**config.mk**
```make
export PLATFORM = sky130hd
export DESIGN_NAME = ntt_result_serializer
export DESIGN_NICKNAME = d
export VERILOG_FILES = /design/src/rtl/ntt_result_serializer.sv
export SDC_FILE = /design/constraint.sdc
export NUM_CORES = 2
export LEC_CHECK = 0
export CORE_AREA = 2 2 428 430
export DETAILED_ROUTE_END_ITERATION = 7
export DIE_AREA = 0 0 430 432
export HOLD_SLACK_MARGIN = 0.08
export PLACE_DENSITY = 0.51
export SYNTH_ARGS = -nofsm -noshare
export SYNTH_HDL_FRONTEND = slang
export SYNTH_SLANG_ARGS = --single-unit
```
**constraint.sdc**
```tcl
create_clock -name clk -period 2.5 [get_ports clk]
set_clock_uncertainty 0.1 [all_clocks]
set_input_delay 0.5 -clock clk [delete_from_list [all_inputs] [get_ports clk]]
set_output_delay 0.5 -clock clk [all_outputs]
set_load 0.02 [all_outputs]
```
**src/rtl/ntt_result_serializer.sv**
```systemverilog
// ntt_result_serializer
// Captures a 16-lane NTT result block in one cycle and streams the words out
// one per cycle in lane order over a valid/ready port. A new block may be
// chained on the lane-15 handshake so consecutive blocks leave with no gap.
// All outputs except ready_out are registered; ready_out must be
// combinational so a chained load can be accepted on the final handshake.

module ntt_result_serializer #(
    parameter int unsigned        P_WIDTH = 64,
    parameter logic [P_WIDTH-1:0] P_ZERO  = 64'h0
) (
    input  logic               clk,
    input  logic               rst_n,
    input  logic [P_WIDTH-1:0] Result0_in,
    input  logic [P_WIDTH-1:0] Result1_in,
    input  logic [P_WIDTH-1:0] Result2_in,
    input  logic [P_WIDTH-1:0] Result3_in,
    input  logic [P_WIDTH-1:0] Result4_in,
    input  logic [P_WIDTH-1:0] Result5_in,
    input  logic [P_WIDTH-1:0] Result6_in,
    input  logic [P_WIDTH-1:0] Result7_in,
    input  logic [P_WIDTH-1:0] Result8_in,
    input  logic [P_WIDTH-1:0] Result9_in,
    input  logic [P_WIDTH-1:0] Result10_in,
    input  logic [P_WIDTH-1:0] Result11_in,
    input  logic [P_WIDTH-1:0] Result12_in,
    input  logic [P_WIDTH-1:0] Result13_in,
    input  logic [P_WIDTH-1:0] Result14_in,
    input  logic [P_WIDTH-1:0] Result15_in,
    input  logic               load_in,
    output logic               ready_out,
    output logic [P_WIDTH-1:0] Data_out,
    output logic               valid_out,
    input  logic               ready_in,
    output logic [3:0]         index_out,
    output logic               last_out,
    output logic               done_out
);

    localparam int unsigned LANES    = 16;
    localparam logic [3:0]  LAST_IDX = 4'd15;

    typedef enum logic {
        ST_IDLE   = 1'b0,
        ST_STREAM = 1'b1
    } state_t;

    // State and storage
    state_t             state_r;
    state_t             state_nxt_s;
    logic [3:0]         idx_r;
    logic [3:0]         idx_nxt_s;
    logic [3:0]         idx_inc_s;
    logic [P_WIDTH-1:0] buf_r   [LANES];
    logic [P_WIDTH-1:0] lanes_s [LANES];

    // Registered outputs and their next values
    logic [P_WIDTH-1:0] data_r;
    logic [P_WIDTH-1:0] data_nxt_s;
    logic [3:0]         index_r;
    logic [3:0]         index_nxt_s;
    logic               last_r;
    logic               last_nxt_s;
    logic               valid_r;
    logic               valid_nxt_s;
    logic               done_r;
    logic               done_nxt_s;

    // Handshake qualifiers
    logic               ready_s;
    logic               load_acc_s;
    logic               hs_s;
    logic               at_last_s;

    // Gather the individual lane ports into an indexable array
    always_comb begin
        lanes_s[0]  = Result0_in;
        lanes_s[1]  = Result1_in;
        lanes_s[2]  = Result2_in;
        lanes_s[3]  = Result3_in;
        lanes_s[4]  = Result4_in;
        lanes_s[5]  = Result5_in;
        lanes_s[6]  = Result6_in;
        lanes_s[7]  = Result7_in;
        lanes_s[8]  = Result8_in;
        lanes_s[9]  = Result9_in;
        lanes_s[10] = Result10_in;
        lanes_s[11] = Result11_in;
        lanes_s[12] = Result12_in;
        lanes_s[13] = Result13_in;
        lanes_s[14] = Result14_in;
        lanes_s[15] = Result15_in;
    end

    // Accept a block when idle, or when the last word is leaving this cycle
    always_comb begin
        at_last_s  = (idx_r == LAST_IDX);
        hs_s       = (state_r == ST_STREAM) && ready_in;
        ready_s    = (state_r == ST_IDLE) || (hs_s && at_last_s);
        load_acc_s = load_in && ready_s;
        idx_inc_s  = idx_r + 4'd1;
    end

    // Next-state and next-output decode
    always_comb begin
        state_nxt_s = state_r;
        idx_nxt_s   = idx_r;
        data_nxt_s  = data_r;
        index_nxt_s = index_r;
        last_nxt_s  = last_r;
        valid_nxt_s = valid_r;
        done_nxt_s  = 1'b0;

        case (state_r)
            ST_IDLE: begin
                if (load_in) begin
                    // Lane 0 goes straight to the output register while
                    // the buffer captures the whole block.
                    state_nxt_s = ST_STREAM;
                    idx_nxt_s   = 4'd0;
                    data_nxt_s  = lanes_s[0];
                    index_nxt_s = 4'd0;
                    last_nxt_s  = 1'b0;
                    valid_nxt_s = 1'b1;
                end else begin
                    state_nxt_s = ST_IDLE;
                    valid_nxt_s = 1'b0;
                end
            end

            ST_STREAM: begin
                if (hs_s) begin
                    if (!at_last_s) begin
                        idx_nxt_s   = idx_inc_s;
                        data_nxt_s  = buf_r[idx_inc_s];
                        index_nxt_s = idx_inc_s;
                        last_nxt_s  = (idx_inc_s == LAST_IDX);
                        valid_nxt_s = 1'b1;
                    end else begin
                        done_nxt_s = 1'b1;
                        idx_nxt_s  = 4'd0;
                        if (load_in) begin
                            // Chained block: lane 0 follows lane 15 directly.
                            state_nxt_s = ST_STREAM;
                            data_nxt_s  = lanes_s[0];
                            index_nxt_s = 4'd0;
                            last_nxt_s  = 1'b0;
                            valid_nxt_s = 1'b1;
                        end else begin
                            state_nxt_s = ST_IDLE;
                            data_nxt_s  = P_ZERO;
                            index_nxt_s = 4'd0;
                            last_nxt_s  = 1'b0;
                            valid_nxt_s = 1'b0;
                        end
                    end
                end else begin
                    // Stalled: outputs already hold their values.
                    valid_nxt_s = 1'b1;
                end
            end

            default: begin
                state_nxt_s = ST_IDLE;
                idx_nxt_s   = 4'd0;
                data_nxt_s  = P_ZERO;
                index_nxt_s = 4'd0;
                last_nxt_s  = 1'b0;
                valid_nxt_s = 1'b0;
            end
        endcase
    end

    // State, index and output registers
    always_ff @(posedge clk or negedge rst_n) begin
        if (!rst_n) begin
            state_r <= ST_IDLE;
            idx_r   <= 4'd0;
            data_r  <= P_ZERO;
            index_r <= 4'd0;
            last_r  <= 1'b0;
            valid_r <= 1'b0;
            done_r  <= 1'b0;
        end else begin
            state_r <= state_nxt_s;
            idx_r   <= idx_nxt_s;
            data_r  <= data_nxt_s;
            index_r <= index_nxt_s;
            last_r  <= last_nxt_s;
            valid_r <= valid_nxt_s;
            done_r  <= done_nxt_s;
        end
    end

    // Block buffer: written only when a load is accepted
    always_ff @(posedge clk or negedge rst_n) begin
        if (!rst_n) begin
            for (int k = 0; k < LANES; k++) begin
                buf_r[k] <= P_ZERO;
            end
        end else if (load_acc_s) begin
            for (int k = 0; k < LANES; k++) begin
                buf_r[k] <= lanes_s[k];
            end
        end else begin
            for (int k = 0; k < LANES; k++) begin
                buf_r[k] <= buf_r[k];
            end
        end
    end

    assign ready_out = ready_s;
    assign Data_out  = data_r;
    assign valid_out = valid_r;
    assign index_out = index_r;
    assign last_out  = last_r;
    assign done_out  = done_r;

endmodule

```
# ---- After elaboration in Yosys (flattened, before gate mapping)
# Index checks and enable logic that the tools add are counted.
dict set report totals {
  regBits 1095
  in_bits 1028
  out_inout_bits 72
  wordCells 57
}
dict set report op_classes {
  n_addsub 1
  n_lt_le_gt_ge 1
  eq_ne 4
  muxes 23
  bitwise_logic 2
  reduce_logical 5
}
# op count
set op_table {}
lappend op_table {{64-bit 2-to-1 mux} 6}
lappend op_table {{64-bit binary-select mux with 4-bit select} 1}
lappend op_table {{64-bit case mux with 2 select lines} 1}
lappend op_table {{4-bit 2-to-1 mux} 3}
lappend op_table {{1-bit 2-to-1 mux} 9}
lappend op_table {{4-bit == test, second input constant} 2}
lappend op_table {{4-bit case mux with 2 select lines} 1}
lappend op_table {{5-bit greater-or-equal comparator, second input constant} 1}
lappend op_table {{4-bit NOT with 5-bit output} 1}
lappend op_table {{4-bit by 1-bit adder with 4-bit output, second input constant} 1}
lappend op_table {{1-bit case mux with 2 select lines} 2}
lappend op_table {{1-bit logical AND} 3}
lappend op_table {{2-bit by 1-bit != test with 1-bit output, second input constant} 1}
lappend op_table {{2-bit != test, second input constant} 1}
lappend op_table {{2-bit AND reduction} 1}
lappend op_table {{1-bit logical OR} 1}
lappend op_table {{1-bit NOT} 1}

# ---- Logic depth before layout (Yosys ltp)
dict set report logic_depth {
  ltp_word 8
  ltp_mapped 11
  mapped_depth_nobuf 5
}

# ---- Worst setup path after synthesis
# Ideal clock, no wire load.
dict set report synth_timing {
  kind {register to register}
  start {register, netlist name index_out[0]}
  end {register data_r[0], in the netlist Data_out[0]}
  setup_ns 0.142
  t_arrival_ns 2.720
  required_time_ns 2.258
  setup_slack_ns -0.463
  path_stages_with_launch 12
  n_path_buf 6
  synth_period_minus_slack_ns 2.963
  cell_sequence {dfrtp_1 > buf_2 > buf_2 > buf_4 > inv_1 > ha_1 > buf_2 > buf_2 > clkbuf_1 > mux4_2 > mux2i_1 > o221ai_1}
}
# element line_no
set synth_rtl {}
lappend synth_rtl {{end signal: assignment} 187} ;# data_r <= data_nxt_s;
lappend synth_rtl {{end: declaration} 58} ;# logic [P_WIDTH-1:0] data_r;

# ---- Worst setup path after layout
dict set report layout_timing {
  start {register index_r[0], in the netlist index_out[0]}
  end {output index_out[0]}
}
# element line_no
set layout_rtl {}
lappend layout_rtl {{start: declaration} 60} ;# logic [3:0] index_r;
lappend layout_rtl {{start signal: assignment} 188} ;# index_r <= index_nxt_s;
lappend layout_rtl {{end: declaration} 35} ;# output logic [3:0] index_out,
# No word-level cell between the ends.

==> metrics <==
via count 31830; std cell rows 157; area grow syn2layout 44.30%; Setup-failing EPs final 0; PnR worst setup slack 10.18 ps; setup slack at placement -434.2 ps; # clock sinks 1095; Synth cell types 26; GR Overflow Total 0; ys async rst share 100.0%; sequential cell area fraction in the yosys report 56.71%; synth top area cells dfrtp_1, mux2_2, mux4_2; most common cell after layout, fill and taps aside dfrtp_1; Syn Inst Count 2877; fin. max-slew vios 0; Pleak 28.74 nW; Hold Fails Final Rpt 0; cell area after synthesis 48320 um^2; post-synthesis cell type with the largest combined area dfrtp_1; area fraction of the dominant cell type after synthesis 56.71%; crit path max fanout 9; Finished Layout Cells 6726; clk slew on worst S/H paths 60 ps; Least-Margin Pin Slew 575.1 ps; DIE WIDTH 430 um; full die area 185800 um^2; final core utilization 38.37%; hold path startpoint Result7_in[10]; RSZ-0062 raised after global routing yes; gr usage total 20.41%; global-route wire length before repair 267800 um; area post-placement 64230 um^2; Worst setup EP type output pin; CP startpoint index_out[0]; H-tree levels 4; detailed placement HPWL 150700 um; Die Y 432 um; routability cong. 0.8594; setup_tns 0 ps; P per Cell Area 1303 nW/um^2; layout net count 5214; outcome completed; number of DRC markers in iteration 0 1772; clk root buf clkbuf_16; Max Cap Viol 0; Yosys Warn Count 0; initial antenna violation count 95; fmax 0.4016 GHz; DRC 0; pin count of the biggest net entering global routing 91; drt first pass iters 5; vias in the first global route 33970; synthesis-stage register bit count 1095; slew margin rel. 61.66%; layout cells sized above 1 41.38%; Mapped Nets 3907; I/O Buffers 1099; Peak VDD IR 0.8782 mV; TritonCTS clock tree yes; Vias per Instance 4.732; CTS Buf Count 136; EDFF count, synth 0; Crit path arrival time 1890 ps; crit start category flop; Critical Path RT 1900 ps; Final Instance Area 69720 um^2; most frequent cells in the layout dfrtp_1, clkdlybuf4s50_1, mux2_2; final wirelength 195400 um; I/O Pins 1100; mean post-synth cell area 16.79 um^2; FF-to-FF Start index_out[0]; Post-DRT Antenna Nets 0; Longest Clk Path Bufs 3; Crit Path Category flop to output pin; dominant synthesized flop cell dfrtp_1; post-placement cell count 6392; initial core utilization 26.59%; worst skew pair latency 780 ps; Final Cycle Share 99.59%; WL/cell 29.05 um; core area 181700 um^2; shortest period the worst path allows 2490 ps; worst min path class input pin to flop
==> where the power goes <==
part	leakage, nW	total, mW	switching (mW)	internal, mW
clock network	2.26	20.1	8.13	12.0
registers	13.4	31.9	5.47	26.4
logic	13.1	38.8	16.6	22.2
==> registers in the layout, indices dropped and copies added (netlist names) <==
| signal | flops |
|---|---|
| Data_out | 64 |
| buf_r | 1024 |
| done_out | 1 |
| index_out | 4 |
| last_out | 1 |
| valid_out | 1 |
==> worst max-delay path: stages (launching register included) <==
cell and delay [ps]:
dfrtp_4 510, buf_12 160, buf_12 160, buf_16 150
buf_6 130
==> layout make-up <==
class                   instances  area, um^2
well taps                    2385        2984
clock buffers                 203        4113
multi-input cells            1566       19910
flip-flops and latches       1095       27410
diodes                         51       127.6
clock inverters                41       437.9
inverters                       1       3.754
fillers                     17190      112000
repair buffers               1384       14740
==> stage by stage <==
| step | total power, mW | hold slack (ps) |
|---|---|---|
| after floorplan | 53.89 | 104.4 |
| after global placement | 70.56 | 330.4 |
| after detailed placement | 71.07 | 332.3 |
| after CTS | 91.75 | 145.1 |
| after global routing | 95.78 | 174.2 |
| final | 90.85 | 225.6 |
==> synthesized netlist by cell type (all sizes together), types with 2 or more instances <==
| master | n |
|---|---|
| nand2b | 2 |
| buf | 171 |
| dfrtp | 1095 |
| o221ai | 64 |
| ha | 2 |
| mux2 | 1024 |
| clkbuf | 44 |
| mux4 | 256 |
| nand2 | 9 |
| o21ai | 2 |
| nand3 | 3 |
| a22oi | 64 |
| mux2i | 129 |
| xor2 | 3 |
==> path summary, 6_finish.rpt <==
path                           endpoint  slack [ps]  cells after the start
min in group asynchronous    buf_r[915]         660                      3
min                          buf_r[522]         230                      2
max reg2reg                  buf_r[854]          60                      8
max in group asynchronous    buf_r[475]         630                      4
min reg2reg                    last_out         390                      2
max                        index_out[0]          10                      4
==> metal layers <==
layer,track usage (%),wire [um],vias up,share of wire [%]
li1,-,-,13730,-
met1,25.86,81570,16860,42
met2,33.82,97940,895,50
met3,5.218,10960,292,5.6
met4,6.904,4613,50,2.4
met5,0,315,-,0.16
==> what timing repair did <==
| item | in CTS | in global routing |
|---|---|---|
| hold endpoints to repair | 367 | 0 |
| pin swaps | 2 | 1 |
| gates resized for setup | 38 | 28 |
| gates cloned | 1 | 17 |
| buffers inserted | 4 | 15 |
| endpoints found under the setup margin | 530 | 590 |
| hold buffers | 3 | 0 |
==> kinds of logic (layout without fill, tap and decap cells) <==
group	after synthesis	after routing	share of synthesized area, %
mux	1409	1409	38.47
flops	1095	1095	56.71
buf+inv	216	1629	2.292
compound gates	133	133	2.222
simple gates	18	18	0.1761
xor+xnor	4	4	0.07252
fa+ha+maj	2	2	0.05179
other cells	0	51	0
(Power assumes the default switching activity.)
==> variant: new RTL, same settings <==
Make the reset (`rst_n`) synchronous in 2 clocked blocks.
--- a/src/rtl/ntt_result_serializer.sv
+++ b/src/rtl/ntt_result_serializer.sv
@@ -172,7 +172,7 @@
     end
 
     // State, index and output registers
-    always_ff @(posedge clk or negedge rst_n) begin
+    always_ff @(posedge clk) begin
         if (!rst_n) begin
             state_r <= ST_IDLE;
             idx_r   <= 4'd0;
@@ -193,7 +193,7 @@
     end
 
     // Block buffer: written only when a load is accepted
-    always_ff @(posedge clk or negedge rst_n) begin
+    always_ff @(posedge clk) begin
         if (!rst_n) begin
             for (int k = 0; k < LANES; k++) begin
                 buf_r[k] <= P_ZERO;
Function: not settled (the Yosys comparison gave no result); the edit may change what the design does.
==> variant against the unedited design <==
The flow now finishes with violations (setup timing); final area is 2.3% higher; critical path depth up 6; global-route usage increased by 3.9 points; area after synthesis up 0.37%; critical path type is now flop to flop; critical endpoint is now Data_out[27]$_SDFFE_PN0P_; setup slack lost 130 ps; count of clock-buffer cells in the layout is 3 lower; routed wire length is 19% higher; sequential cell count unchanged.
Power is not compared: it rests on default switching activity, and its combinational part moved more than twofold at a synthesized area within 25%.
==> variant: results (changes against the unedited design) <==
metric	value	unit	change
Vias per Instance	4.99		+5.5%
placed cell area	64300	um^2	about the same
Leak Pwr	28.8	nW	
clk root buf	clkbuf_16		
gpl congestion	0.887		+3.2%
Synth Warn #	0		unchanged
Mean Syn Cell Area	11.4	um^2	-32%
First-pass DRT Iterations	5		unchanged
number of synthesized flops with an enable pin	640		+640
Inst Count DP	7604		+19%
drt total wl	233000	um	+19%
max reg flops	1024		unchanged
first-pass GRT wire length	318000	um	+19%
endpoints failing setup	43		+43
top_reg_cell synth	edfxtp_1		
CTS Buf Count	135		-0.74%
H-tree levels	4		unchanged
CP max FO	6		-3
vias in the first global route	40500		+19%
setup ws final	-122	ps	-132 ps
Iter 0 DRT Violations	3336		+88%
worst relative slew slack	0.560		-0.0564
register area share after synthesis	0.584		+0.0170
Layout Nets	6486		+24%
P_sw	0.0126	W	
count of unique library cells instantiated by Yosys	36		+38%
initial antenna violation count	107		+13%
Net Count, Synth	5273		+35%
failing checks	setup timing		
drt wl/cell	29.1	um	about the same
layout cells sized above 1	0.173		-0.241
status	finished, violations left		
Synth top cells by count	nand2_1, and3_1, edfxtp_1		
largest net degree at the start of global routing	100		+9.9%
crit path DAT	3160	ps	+1270 ps
Post-DP HPWL	175000	um	+16%
Synth area leaders	edfxtp_1, dfxtp_1, mux4_2, and3_1, nand2_1		
asr flop ratio synth	0		-1.00
Total Routing Usage GR	0.243		+0.0389
variant: final cells by class:
| type | instances | area [um^2] |
|---|---|---|
| Antenna cell | 58 | 145 |
| Clock buffer | 200 | 3900 |
| Clock inverter | 49 | 490 |
| Fill cell | 17500 | 110000 |
| Inverter | 3 | 21.3 |
| Multi-Input combinational cell | 2726 | 19400 |
| Sequential cell | 1095 | 28300 |
| Tap cell | 2385 | 2980 |
| Timing Repair Buffer | 1495 | 16100 |
variant: cells by family (layout without fill, tap and decap cells):
logic type | count (synthesis) | after routing | share of synthesized area
buffers and inverters | 422 | 1747 | 0.0399
muxes | 319 | 319 | 0.116
DFF | 1095 | 1095 | 0.584
xor gates and xnor gates | 2 | 2 | 0.000903
other | 0 | 58 | 0
and+or+nand+nor | 1689 | 1689 | 0.168
AOI/OAI and AO/OA | 714 | 714 | 0.0914
adders and majority gates | 2 | 2 | 0.000516
variant: power by group through the flow:
| stage | combinational (W) | clock (W) | sequential (W) |
|---|---|---|---|
| after floorplan | 0.00310 | 0 | 0.0212 |
| after global placement | 0.00735 | 0 | 0.0213 |
| after detailed placement | 0.00736 | 0 | 0.0213 |
| after CTS | 0.00799 | 0.0201 | 0.0209 |
| after global routing | 0.00832 | 0.0208 | 0.0210 |
| final | 0.00788 | 0.0197 | 0.0209 |
variant: critical path, stage by stage, from the launching register on:
cell	delay, ps
dfxtp_4	360
buf_6	120
ha_4	180
xnor2_4	250
buf_8	180
buf_12	140
buf_12	130
mux4_2	310
o211a_4	300
a221oi_4	310
a21oi_2	90
variant: metrics by stage:
step	power (W)	worst slack (ps)	util	TNS, ps	hold slack, ps
finish	0.0485	-122	0.392	-2000	163
global placement	0.0286	-523	0.354	-243830	340
global route	0.0501	-213	0.392	-6510	147
floorplan	0.0243	-1930	-	-1268340	333
detailed placement	0.0287	-543	0.354	-220780	346
CTS	0.0490	-200	0.391	-5270	115
variant: final timing paths:
path | from | endpoint | slack [ps] | cells past startpoint
min | Result11_in[35] | buf_r[11][35]$_SDFFE_PN0P_ | 160 | 3
max | index_out[0]$_SDFFE_PN0P_ | Data_out[27]$_SDFFE_PN0P_ | -120 | 10
min reg2reg | buf_r[11][61]$_SDFFE_PN0P_ | buf_r[11][61]$_SDFFE_PN0P_ | 350 | 2
max reg2reg | index_out[0]$_SDFFE_PN0P_ | Data_out[27]$_SDFFE_PN0P_ | -120 | 10
variant: per-layer routing:
metal,vias to the layer above,GRT usage,share of wire
met3,356,0.0431,0.054
met4,32,0.119,0.043
met1,20100,0.277,0.37
met2,1390,0.437,0.53
met5,-,0,0.00077
li1,18100,-,-
variant: what timing repair did:
item	in CTS	in global routing
cloned	13	0
endpoints found under the hold margin	1	0
pin swaps	94	68
hold buffers	1	0
setup endpoints to repair	99	64
resized for setup	311	58
setup buffers	86	18
